`src/rtl/addr_decode_router_if.sv`:
```
// addr_decode_router_if: request / decoded-target / error-response bundle for
// the global address decoder.
//   slave  : decoder side (takes req_*, drives tgt_*, err_*, req_rdy)
//   master : fabric side (drives req_*, tgt_rdy, err_rdy)
interface addr_decode_router_if #(
  parameter int TAG_W  = 6,
  parameter int DATA_W = 32
);
  logic              req_vld;
  logic              req_rdy;
  logic [26:0]       req_addr;
  logic              req_wr;
  logic [DATA_W-1:0] req_wdata;
  logic [TAG_W-1:0]  req_tag;

  logic              tgt_vld;
  logic              tgt_rdy;
  logic [1:0]        tgt_class;
  logic [2:0]        tgt_rack_id;
  logic [2:0]        tgt_zap_id;
  logic [3:0]        tgt_block_id;
  logic [2:0]        tgt_inst_id;
  logic [22:0]       tgt_offset;
  logic              tgt_wr;
  logic [DATA_W-1:0] tgt_wdata;
  logic [TAG_W-1:0]  tgt_tag;

  logic              err_vld;
  logic              err_rdy;
  logic [TAG_W-1:0]  err_tag;
  logic [1:0]        err_code;
  logic [15:0]       err_cnt;

  modport slave (
    input  req_vld, req_addr, req_wr, req_wdata, req_tag, tgt_rdy, err_rdy,
    output req_rdy, tgt_vld, tgt_class, tgt_rack_id, tgt_zap_id, tgt_block_id,
           tgt_inst_id, tgt_offset, tgt_wr, tgt_wdata, tgt_tag,
           err_vld, err_tag, err_code, err_cnt
  );

  modport master (
    output req_vld, req_addr, req_wr, req_wdata, req_tag, tgt_rdy, err_rdy,
    input  req_rdy, tgt_vld, tgt_class, tgt_rack_id, tgt_zap_id, tgt_block_id,
           tgt_inst_id, tgt_offset, tgt_wr, tgt_wdata, tgt_tag,
           err_vld, err_tag, err_code, err_cnt
  );
endinterface

```
`src/rtl/addr_decode_router.sv`:
```
// addr_decode_router: splits the packed 27-bit global address into a flat
// target descriptor and forwards it through one registered stage. Bad
// addresses are diverted to a separate registered error stage with a code
// and counted (saturating). One cycle accept-to-valid, full throughput.
// Ports:
//   clk, rst : clock, async active-high reset
//   bus      : addr_decode_router_if.slave (req_*, tgt_*, err_*)
module addr_decode_router #(
  parameter int NUM_RACK = 8,
  parameter int TAG_W    = 6,
  parameter int DATA_W   = 32
) (
  input  logic                 clk,
  input  logic                 rst,
  addr_decode_router_if.slave  bus
);
  localparam logic [1:0] CL_ZAP_MEM = 2'd0;
  localparam logic [1:0] CL_ZAP_CSR = 2'd1;
  localparam logic [1:0] CL_NON_ZAP = 2'd2;
  localparam logic [1:0] CL_RACK    = 2'd3;

  localparam logic [1:0] EC_UNMAPPED = 2'd1;
  localparam logic [1:0] EC_BAD_RACK = 2'd2;
  localparam logic [1:0] EC_BAD_INST = 2'd3;

  localparam logic [3:0] RACK_LIM = 4'(NUM_RACK);

  typedef struct packed {
    logic [1:0]  cls;
    logic [2:0]  rack;
    logic [2:0]  zap;
    logic [3:0]  block;
    logic [2:0]  inst;
    logic [22:0] offset;
  } tgt_desc_t;

  // ---------------- decode ----------------
  logic [26:0] a;
  tgt_desc_t   d;
  logic        bad_rack, unmapped, bad_inst, is_err;
  logic [1:0]  code;

  assign a = bus.req_addr;

  always_comb begin
    d        = '0;
    bad_rack = 1'b0;
    unmapped = 1'b0;
    bad_inst = 1'b0;
    if (a[26]) begin
      d.rack   = a[24:22];
      d.zap    = a[21:19];
      bad_rack = {1'b0, a[24:22]} >= RACK_LIM;
      if (a[25]) begin
        d.cls    = CL_ZAP_CSR;
        d.block  = a[18:15];
        d.offset = {8'd0, a[14:0]};
        unmapped = a[18:15] inside {4'd0, 4'd13, 4'd14, 4'd15};
      end else begin
        d.cls    = CL_ZAP_MEM;
        d.offset = {4'd0, a[18:0]};
      end
    end else if (a[25:23] == 3'd6) begin
      // non-zap block 6 carries a second-level rack address in its offset
      d.cls    = CL_RACK;
      d.rack   = a[22:20];
      d.block  = {2'd0, a[19:18]};
      d.inst   = a[17:15];
      d.offset = {8'd0, a[14:0]};
      bad_rack = {1'b0, a[22:20]} >= RACK_LIM;
      unmapped = a[19:18] == 2'd3;
      bad_inst = (a[19:18] == 2'd0) && (a[17:15] != 3'd0);
    end else begin
      d.cls    = CL_NON_ZAP;
      d.block  = {1'b0, a[25:23]};
      d.offset = a[22:0];
      unmapped = a[25:23] == 3'd3;
    end
  end

  assign is_err = bad_rack | unmapped | bad_inst;
  assign code   = bad_rack ? EC_BAD_RACK : (unmapped ? EC_UNMAPPED : EC_BAD_INST);

  // ---------------- handshake ----------------
  logic tgt_vld_q, err_vld_q;
  logic free_tgt, free_err, acc;

  assign free_tgt    = !tgt_vld_q || bus.tgt_rdy;
  assign free_err    = !err_vld_q || bus.err_rdy;
  // Both stages must be free: the route is not known until decode, and
  // req_rdy must not depend on the request itself.
  assign bus.req_rdy = free_tgt && free_err;
  assign acc         = bus.req_vld && bus.req_rdy;

  // ---------------- tgt stage ----------------
  tgt_desc_t         tgt_q;
  logic              tgt_wr_q;
  logic [DATA_W-1:0] tgt_wdata_q;
  logic [TAG_W-1:0]  tgt_tag_q;

  always_ff @(posedge clk or posedge rst) begin
    if (rst) begin
      tgt_vld_q   <= 1'b0;
      tgt_q       <= '0;
      tgt_wr_q    <= 1'b0;
      tgt_wdata_q <= '0;
      tgt_tag_q   <= '0;
    end else if (acc && !is_err) begin
      tgt_vld_q   <= 1'b1;
      tgt_q       <= d;
      tgt_wr_q    <= bus.req_wr;
      tgt_wdata_q <= bus.req_wdata;
      tgt_tag_q   <= bus.req_tag;
    end else if (bus.tgt_rdy) begin
      tgt_vld_q   <= 1'b0;
    end
  end

  // ---------------- err stage ----------------
  logic [TAG_W-1:0] err_tag_q;
  logic [1:0]       err_code_q;
  logic [15:0]      err_cnt_q;

  always_ff @(posedge clk or posedge rst) begin
    if (rst) begin
      err_vld_q  <= 1'b0;
      err_tag_q  <= '0;
      err_code_q <= '0;
      err_cnt_q  <= '0;
    end else if (acc && is_err) begin
      err_vld_q  <= 1'b1;
      err_tag_q  <= bus.req_tag;
      err_code_q <= code;
      if (err_cnt_q != 16'hFFFF) err_cnt_q <= err_cnt_q + 16'd1;
    end else if (bus.err_rdy) begin
      err_vld_q  <= 1'b0;
    end
  end

  assign bus.tgt_vld      = tgt_vld_q;
  assign bus.tgt_class    = tgt_q.cls;
  assign bus.tgt_rack_id  = tgt_q.rack;
  assign bus.tgt_zap_id   = tgt_q.zap;
  assign bus.tgt_block_id = tgt_q.block;
  assign bus.tgt_inst_id  = tgt_q.inst;
  assign bus.tgt_offset   = tgt_q.offset;
  assign bus.tgt_wr       = tgt_wr_q;
  assign bus.tgt_wdata    = tgt_wdata_q;
  assign bus.tgt_tag      = tgt_tag_q;
  assign bus.err_vld      = err_vld_q;
  assign bus.err_tag      = err_tag_q;
  assign bus.err_code     = err_code_q;
  assign bus.err_cnt      = err_cnt_q;
endmodule

```
`src/flat_wrapper.sv`:
```
// flat-port wrapper written by rule: the top's interface ports become plain ports
module addr_decode_router_flat 
#(
  parameter int NUM_RACK = 8,
  parameter int TAG_W    = 6,
  parameter int DATA_W   = 32
)
  (clk, rst, bus_req_vld, bus_req_addr, bus_req_wr, bus_req_wdata, bus_req_tag, bus_tgt_rdy, bus_err_rdy, bus_req_rdy, bus_tgt_vld, bus_tgt_class, bus_tgt_rack_id, bus_tgt_zap_id, bus_tgt_block_id, bus_tgt_inst_id, bus_tgt_offset, bus_tgt_wr, bus_tgt_wdata, bus_tgt_tag, bus_err_vld, bus_err_tag, bus_err_code, bus_err_cnt);
  addr_decode_router_if #(.TAG_W(TAG_W), .DATA_W(DATA_W)) bus_i ();
  input  logic clk;
  input  logic rst;
  input wire logic [$bits(bus_i.req_vld)-1:0] bus_req_vld;
  input wire logic [$bits(bus_i.req_addr)-1:0] bus_req_addr;
  input wire logic [$bits(bus_i.req_wr)-1:0] bus_req_wr;
  input wire logic [$bits(bus_i.req_wdata)-1:0] bus_req_wdata;
  input wire logic [$bits(bus_i.req_tag)-1:0] bus_req_tag;
  input wire logic [$bits(bus_i.tgt_rdy)-1:0] bus_tgt_rdy;
  input wire logic [$bits(bus_i.err_rdy)-1:0] bus_err_rdy;
  output wire logic [$bits(bus_i.req_rdy)-1:0] bus_req_rdy;
  output wire logic [$bits(bus_i.tgt_vld)-1:0] bus_tgt_vld;
  output wire logic [$bits(bus_i.tgt_class)-1:0] bus_tgt_class;
  output wire logic [$bits(bus_i.tgt_rack_id)-1:0] bus_tgt_rack_id;
  output wire logic [$bits(bus_i.tgt_zap_id)-1:0] bus_tgt_zap_id;
  output wire logic [$bits(bus_i.tgt_block_id)-1:0] bus_tgt_block_id;
  output wire logic [$bits(bus_i.tgt_inst_id)-1:0] bus_tgt_inst_id;
  output wire logic [$bits(bus_i.tgt_offset)-1:0] bus_tgt_offset;
  output wire logic [$bits(bus_i.tgt_wr)-1:0] bus_tgt_wr;
  output wire logic [$bits(bus_i.tgt_wdata)-1:0] bus_tgt_wdata;
  output wire logic [$bits(bus_i.tgt_tag)-1:0] bus_tgt_tag;
  output wire logic [$bits(bus_i.err_vld)-1:0] bus_err_vld;
  output wire logic [$bits(bus_i.err_tag)-1:0] bus_err_tag;
  output wire logic [$bits(bus_i.err_code)-1:0] bus_err_code;
  output wire logic [$bits(bus_i.err_cnt)-1:0] bus_err_cnt;
  assign bus_i.req_vld = bus_req_vld;
  assign bus_i.req_addr = bus_req_addr;
  assign bus_i.req_wr = bus_req_wr;
  assign bus_i.req_wdata = bus_req_wdata;
  assign bus_i.req_tag = bus_req_tag;
  assign bus_i.tgt_rdy = bus_tgt_rdy;
  assign bus_i.err_rdy = bus_err_rdy;
  assign bus_req_rdy = bus_i.req_rdy;
  assign bus_tgt_vld = bus_i.tgt_vld;
  assign bus_tgt_class = bus_i.tgt_class;
  assign bus_tgt_rack_id = bus_i.tgt_rack_id;
  assign bus_tgt_zap_id = bus_i.tgt_zap_id;
  assign bus_tgt_block_id = bus_i.tgt_block_id;
  assign bus_tgt_inst_id = bus_i.tgt_inst_id;
  assign bus_tgt_offset = bus_i.tgt_offset;
  assign bus_tgt_wr = bus_i.tgt_wr;
  assign bus_tgt_wdata = bus_i.tgt_wdata;
  assign bus_tgt_tag = bus_i.tgt_tag;
  assign bus_err_vld = bus_i.err_vld;
  assign bus_err_tag = bus_i.err_tag;
  assign bus_err_code = bus_i.err_code;
  assign bus_err_cnt = bus_i.err_cnt;
  addr_decode_router #(.NUM_RACK(NUM_RACK), .TAG_W(TAG_W), .DATA_W(DATA_W)) u_core (.clk(clk), .rst(rst), .bus(bus_i));
endmodule
```
`config.mk`:
```
export PLATFORM = sky130hd
export DESIGN_NAME = addr_decode_router_flat
export DESIGN_NICKNAME = d
export VERILOG_FILES = /design/src/rtl/addr_decode_router_if.sv /design/src/rtl/addr_decode_router.sv /design/src/flat_wrapper.sv
export SDC_FILE = /design/constraint.sdc
export NUM_CORES = 1
export LEC_CHECK = 0
export CAP_MARGIN = 10
export CORE_UTILIZATION = 35
export CTS_BUF_LIST = sky130_fd_sc_hd__clkbuf_8
export DETAILED_ROUTE_END_ITERATION = 8
export PLACE_DENSITY = 0.69
export RECOVER_POWER = 100
export SYNTH_ARGS = -nofsm -noshare
export SYNTH_HDL_FRONTEND = slang
export SYNTH_SLANG_ARGS = --single-unit
```
`constraint.sdc`:
```
create_clock -name clk -period 3.3 [get_ports clk]
set_input_delay 0.495 -clock clk [delete_from_list [all_inputs] [get_ports clk]]
set_output_delay 0.495 -clock clk [all_outputs]
set_load 0.005 [all_outputs]
```
# [Word level (Yosys, flattened, before mapping)]
# Index checks and enable logic that the tools add are counted.
# W data, S select, Z words.
[classes] bitwise=1 reduce_logical=17 n_eq_ne=7 n_addsub=1 n_mux=23
[ops] operator="$mux W23" count=2
[ops] operator="$mux W19" count=1
[ops] operator="$add A16 B1 Y16 const B" count=1
[ops] operator="$ne A16 B16 Y1 const B" count=1
[ops] operator="$mux W3" count=5
[ops] operator="$eq A4 B4 Y1 const B" count=3
[ops] operator="$mux W1" count=11
[ops] operator="$mux W4" count=2
[ops] operator="$logic_and A1 B1 Y1" count=5
[ops] operator="$mux W5" count=1
[ops] operator="$logic_not A4 Y1" count=1
[ops] operator="$reduce_bool A2 Y1" count=2
[ops] operator="$reduce_bool A4 Y1" count=1
[ops] operator="$eq A3 B2 Y1 const B" count=1
[ops] operator="$eq A3 B3 Y1 const B" count=1
[ops] operator="$logic_not A1 Y1" count=3
[ops] operator="$reduce_bool A3 Y1" count=1
[ops] operator="$eq A2 B2 Y1 const B" count=1
[ops] operator="$logic_not A2 Y1" count=1
[ops] operator="$logic_or A1 B1 Y1" count=2
[ops] operator="$mux W2" count=1
[ops] operator="$reduce_and A2 Y1" count=1
[ops] operator="$or A1 B1 Y1" count=1
[totals] input_bits=71 ff_bits=103 out_inout_bits=104 elab_cells=63

# [Depth between registers and ports, before layout]
[logic_depth] word_depth=8 mapped_depth=8 mapped_depth_nobuf=6

# [Worst setup path after synthesis]
# Ideal clock, no wire load.
[synth_timing] path_kind="input to register" start="input port bus_req_addr[23]" end="register u_core.err_cnt_q[13] (netlist: u_core.bus.err_cnt[13])" arrival_ps=1971 t_required_ps=3176 setup_time_ps=124 setup_slack_ps=1205 n_path_buf=0 path_stages=5 path_cell_list="or3b_2 nor4_4 o31ai_2 or4_4 xnor2_2"
[synth_between] elab_chain_len=6 word_cells_on_any_way=9 cone_classes="eq/ne: 2; mux: 4; bitwise: 1; reduce/logical: 2"
[synth_rtl] element="from (decl)" line="flat_wrapper.sv:13" source="input wire logic [$bits(bus_i.req_addr)-1:0] bus_req_addr;"
[synth_rtl] element="$eq A3 B2 Y1 / $eq A3 B3 Y1 (equally long branches)" line="addr_decode_router.sv:77, addr_decode_router.sv:63"
[synth_rtl] element="$mux W1" line="addr_decode_router.sv:63" source="end else if (a[25:23] == 3'd6) begin"
[synth_rtl] element="$mux W1" line="addr_decode_router.sv:50" source="if (a[26]) begin"
[synth_rtl] element="$or A1 B1 Y1 (*)" line="addr_decode_router.sv:81" source="assign is_err = bad_rack | unmapped | bad_inst;"
[synth_rtl] element="$logic_and A1 B1 Y1 (*)" line="addr_decode_router.sv:130" source="end else if (acc && is_err) begin"
[synth_rtl] element="$reduce_and A2 Y1 (no source line) (*)"
[synth_rtl] element="to (signal assigned)" line="addr_decode_router.sv:134" source="if (err_cnt_q != 16'hFFFF) err_cnt_q <= err_cnt_q + 16'd1;"
[synth_rtl] element="to (decl)" line="addr_decode_router.sv:122" source="logic [15:0] err_cnt_q;"
# Every way passes the cells marked *; elsewhere a longest branch is shown, timed or not.
# A chain may end at the register's enable or synchronous reset.

# [Worst setup path after layout]
[layout_timing] start="input port bus_req_addr[23]" end="register u_core.tgt_wdata_q[10] (netlist: u_core.bus.tgt_wdata[10])"
[layout_between] elab_chain_len=6 word_cells_on_any_way=9 cone_classes="eq/ne: 2; mux: 4; bitwise: 1; reduce/logical: 2"
[layout_rtl] element="$eq A3 B2 Y1 / $eq A3 B3 Y1 (equally long branches)" line="addr_decode_router.sv:77, addr_decode_router.sv:63"
[layout_rtl] element="$mux W1" line="addr_decode_router.sv:63"
[layout_rtl] element="$mux W1" line="addr_decode_router.sv:50"
[layout_rtl] element="$or A1 B1 Y1 (*)" line="addr_decode_router.sv:81"
[layout_rtl] element="$logic_not A1 Y1 (*)" line="addr_decode_router.sv:108" source="end else if (acc && !is_err) begin"
[layout_rtl] element="$logic_and A1 B1 Y1 (*)" line="addr_decode_router.sv:108"
[layout_rtl] element="to (signal assigned)" line="addr_decode_router.sv:112" source="tgt_wdata_q <= bus.req_wdata;"
[layout_rtl] element="to (decl)" line="addr_decode_router.sv:98" source="logic [DATA_W-1:0] tgt_wdata_q;"
# Marks and branches as above.

==> metrics.md <==
| Metric | Value |
|---|---|
| Outcome | finished, violations left |
| Violated checks | max-capacitance violations, max-slew violations |
| Synth Warn # | 0 |
| Detail Route Antenna Nets | 0 |
| Yosys reg bits | 103 |
| Internal power | 2450 uW |
| R2r endpoint | u_core.bus.tgt_wdata[24] |
| Post-Syn Instances | between 300 and 400 |
| Die width | between 100 and 150 um |
| Clock latency on the worst-skew pair | 0.37 ns |
| Vias per std cell | 4.92 |
| Peak supply drop | 0.342 mV |
| DIE HEIGHT | 113 um |
| Worst hold path class | reg -> reg |
| Register area share after synthesis | 59.8% |
| First-pass GRT wire length | around 17,000 um |
| TritonCTS clock tree | built |
| Max cap viols | 1 |
| Combinational fraction of design power | between 20% and 30% |
| CTS resizes | 0 |
| Slew margin rel. | -36.4% |
| Initial antenna violation count | 0 |
| Largest net degree at the start of global routing | 55 |
| Psw | approximately 900 uW |
| Die area | ~13,000 um2 |
| Setup slack, reg-to-reg | roughly 1.1 ns |
| Unique cell type count in the Yosys netlist | 43 |
| Final Hold Vio Count | 0 |
| TritonCTS Buffers | 9 |
| FP Rows | 40 |
| CTS hold repair buffers | 0 |
| ANT cells | 0 |
| Final slew viol count | 55 |
| Switching power share of the total | 26.9% |
| Cell Area, Synth | 4310 um2 |
| IO buf count | 174 |
| Drt pass-1 iters | 5 |
| CTS sink count | 103 |
| Layout cells sized above 1 | a little over a tenth |
| Final Non-Filler Cells | 676 |
| Htree depth | 3 |
| Via Count | ~3,300 |
| CTS clk-pin slew, worst paths | 0.09 ns |
| Layout Skew | 0.00672 ns |
| Final setup TNS | 0 ns |
| CP Max Fanout | 30 |
| Final Setup Violations | 0 |
| Crit path launch type | input port |
| Worst setup path startpoint | bus_req_addr[23] |
| Critical Path End | u_core.bus.tgt_wdata[10] |
| Remaining global-route overflow | 0 |
| Routed WL | 10,600 um |
| Syn_nets | 420 |
| I/O pin total | 175 |
| Clock power frac | 24.4% |
| Postcts setup bufs | 0 |
| DR WL/cell | 15.7 um |
| CP arrival | 2.99 ns |
| Vias in the first global route | 3,370 |
| Post-route minimum period | 2.74 ns |
| Initial detailed-routing violation count | 132 |
| PwrDens | approximately 530 nW/um2 |
| Worst-margin pin slew | 2.04 ns |
| Power, Total | ~3400 uW |
| Tot GR Track Use | 17.5% |
| Post-layout net count | 596 |
| Remaining DRCs | 0 |
| DPL Wire Length | 7940 um |
| Fin crit share | 83.0% |
| Initial Utilization | 35.9% |
| RSZ-0062 raised after global routing | no |
| FMAX | 365 MHz |
| Core Region | 12,000 um2 |
| Sequential share of power | 48.5% |
| P_leak | 0.00286 uW |
| CTS max path bufs | 2 |
| Reg2reg path depth | 5 |
| GPL Wtd Cong | ~0.8 |
| CTS root buf | clkbuf_8 |
| Inst Count DP | 660 |
| Avg Synthesized Cell Area | 12.4 um2 |
| Type of the worst setup path | in -> reg |
| Reg-to-reg startpoint | u_core.bus.err_vld |
| CP Capture Type | flip-flop |
| Required @ worst endpoint | 3.55 ns |
| Synth-to-Final Area Change | 47.9% |
cell usage in the layout, fill, tap and decap left out, types with 7 or more instances in the layout:
cell,Yosys,routed
mux2_2,27,27
dfrtp_1,103,103
nand2_1,61,61
nand3_1,24,24
clkbuf_8,0,11
xnor2_1,7,7
dlygate4sd3_1,0,106
mux2_1,28,28
clkdlybuf4s50_1,0,68
nor2_1,8,8
synthesized netlist by cell type:
| cell | number | area share (%) |
|---|---|---|
| a21o_1 | 3 | 0.52 |
| a21oi_1 | 4 | 0.46 |
| a21oi_2 | 1 | 0.20 |
| a21oi_4 | 1 | 0.38 |
| a221oi_1 | 2 | 0.41 |
| a31oi_1 | 3 | 0.44 |
| and2_1 | 3 | 0.44 |
| and2b_1 | 1 | 0.17 |
| and3_1 | 4 | 0.58 |
| and4_1 | 4 | 0.81 |
| buf_2 | 10 | 1.2 |
| buf_6 | 4 | 1.0 |
| clkbuf_1 | 3 | 0.26 |
| dfrtp_1 | 103 | 60 |
| ha_1 | 1 | 0.29 |
| inv_1 | 2 | 0.17 |
| mux2_1 | 28 | 7.3 |
| mux2_2 | 27 | 7.1 |
| mux2i_1 | 1 | 0.23 |
| nand2_1 | 61 | 5.3 |
| nand2b_1 | 6 | 0.87 |
| nand3_1 | 24 | 2.8 |
| nand4_1 | 5 | 0.73 |
| nand4b_1 | 1 | 0.20 |
| nor2_1 | 8 | 0.70 |
| nor2b_1 | 2 | 0.29 |
| nor3_1 | 4 | 0.46 |
| nor4_1 | 1 | 0.15 |
| nor4_2 | 2 | 0.58 |
| nor4_4 | 1 | 0.49 |
| nor4b_1 | 1 | 0.20 |
| o211ai_1 | 2 | 0.35 |
| o21a_1 | 2 | 0.35 |
| o21ai_0 | 3 | 0.35 |
| o21ai_1 | 1 | 0.12 |
| o31a_2 | 1 | 0.23 |
| o31ai_2 | 1 | 0.29 |
| or3b_2 | 1 | 0.20 |
| or4_1 | 1 | 0.17 |
| or4_4 | 2 | 0.52 |
| xnor2_1 | 7 | 1.4 |
| xnor2_2 | 1 | 0.38 |
| xor2_1 | 5 | 1.0 |
cells by family after synthesis:
family,Yosys count,synth area share [%]
AOI/OAI and AO/OA,24,4.10
buffers and inverters,19,2.64
and+or+nand+nor,132,15.7
adders and majority gates,1,0.290
muxes,56,14.6
DFF,103,59.8
xor gates and xnor gates,13,2.82
power by group through the flow:
| stage | clock (uW) | combinational, uW | sequential [uW] |
|---|---|---|---|
| after floorplan | 0 | 328 | 1680 |
| after global placement | 0 | 1000 | 1660 |
| after detailed placement | 0 | 1020 | 1670 |
| after CTS | 864 | 1030 | 1640 |
| after global routing | 915 | 992 | 1670 |
| final | 818 | 908 | 1630 |
metrics by stage:
step	util, %	hold WS, ns	instance area (um2)	worst slack, ns
after detailed placement	51.6	0.454	6200	0.421
final	53.0	0.466	6370	0.560
after global routing	53.0	0.486	6370	0.378
after global placement	51.6	0.450	6200	0.448
after CTS	53.3	0.477	6410	0.827
after floorplan	-	0.459	4310	0.101
registers in the layout, summed over array words and instances (netlist names), 2 cells and up:
signal,flops
u_core.bus.tgt_wdata,32
u_core.bus.tgt_offset,23
u_core.bus.err_cnt,16
u_core.bus.err_tag,6
u_core.bus.tgt_tag,6
u_core.bus.tgt_block_id,4
u_core.bus.tgt_inst_id,3
u_core.bus.tgt_rack_id,3
u_core.bus.tgt_zap_id,3
u_core.bus.err_code,2
u_core.bus.tgt_class,2
area by class of cell:
class / count / area [um2]
clock buffer: 11 / 151
clock inverter: 5 / 57.6
sequential: 103 / 2580
tap: 147 / 184
multi-input combinational: 226 / 1600
timing repair buffer: 182 / 1800
inverter: 2 / 7.51
fill: 1063 / 5640
critical path, stage by stage:
cell and delay (ns):
dlygate4sd3_1 0.63, or3b_2 0.54, nor4_4 0.26, nor4_1 0.11, clkbuf_2 0.47, mux2_1 0.48
layer usage:
metal  GRT usage, %  wire length, um  up-vias
met3           7.28              799        5
met4           4.12               81        0
met5              0                0        -
li1               -                -     1555
met2           29.5             5330      113
met1           20.9             4390     1655
worst min-delay path by stage:
stage | start | end | slack (ns) | cells past startpoint
after floorplan | u_core.bus.err_code[0] | u_core.bus.err_code[0] | 0.46 | 1
after global placement | u_core.bus.tgt_offset[19] | u_core.bus.tgt_offset[19] | 0.45 | 2
after detailed placement | u_core.bus.tgt_rack_id[2] | u_core.bus.tgt_rack_id[2] | 0.45 | 2
after CTS | u_core.bus.tgt_rack_id[2] | u_core.bus.tgt_rack_id[2] | 0.48 | 2
after global routing | u_core.bus.tgt_rack_id[2] | u_core.bus.tgt_rack_id[2] | 0.49 | 2
final | u_core.bus.tgt_offset[15] | u_core.bus.tgt_offset[15] | 0.47 | 2
Power figures use the tool's default switching activity.
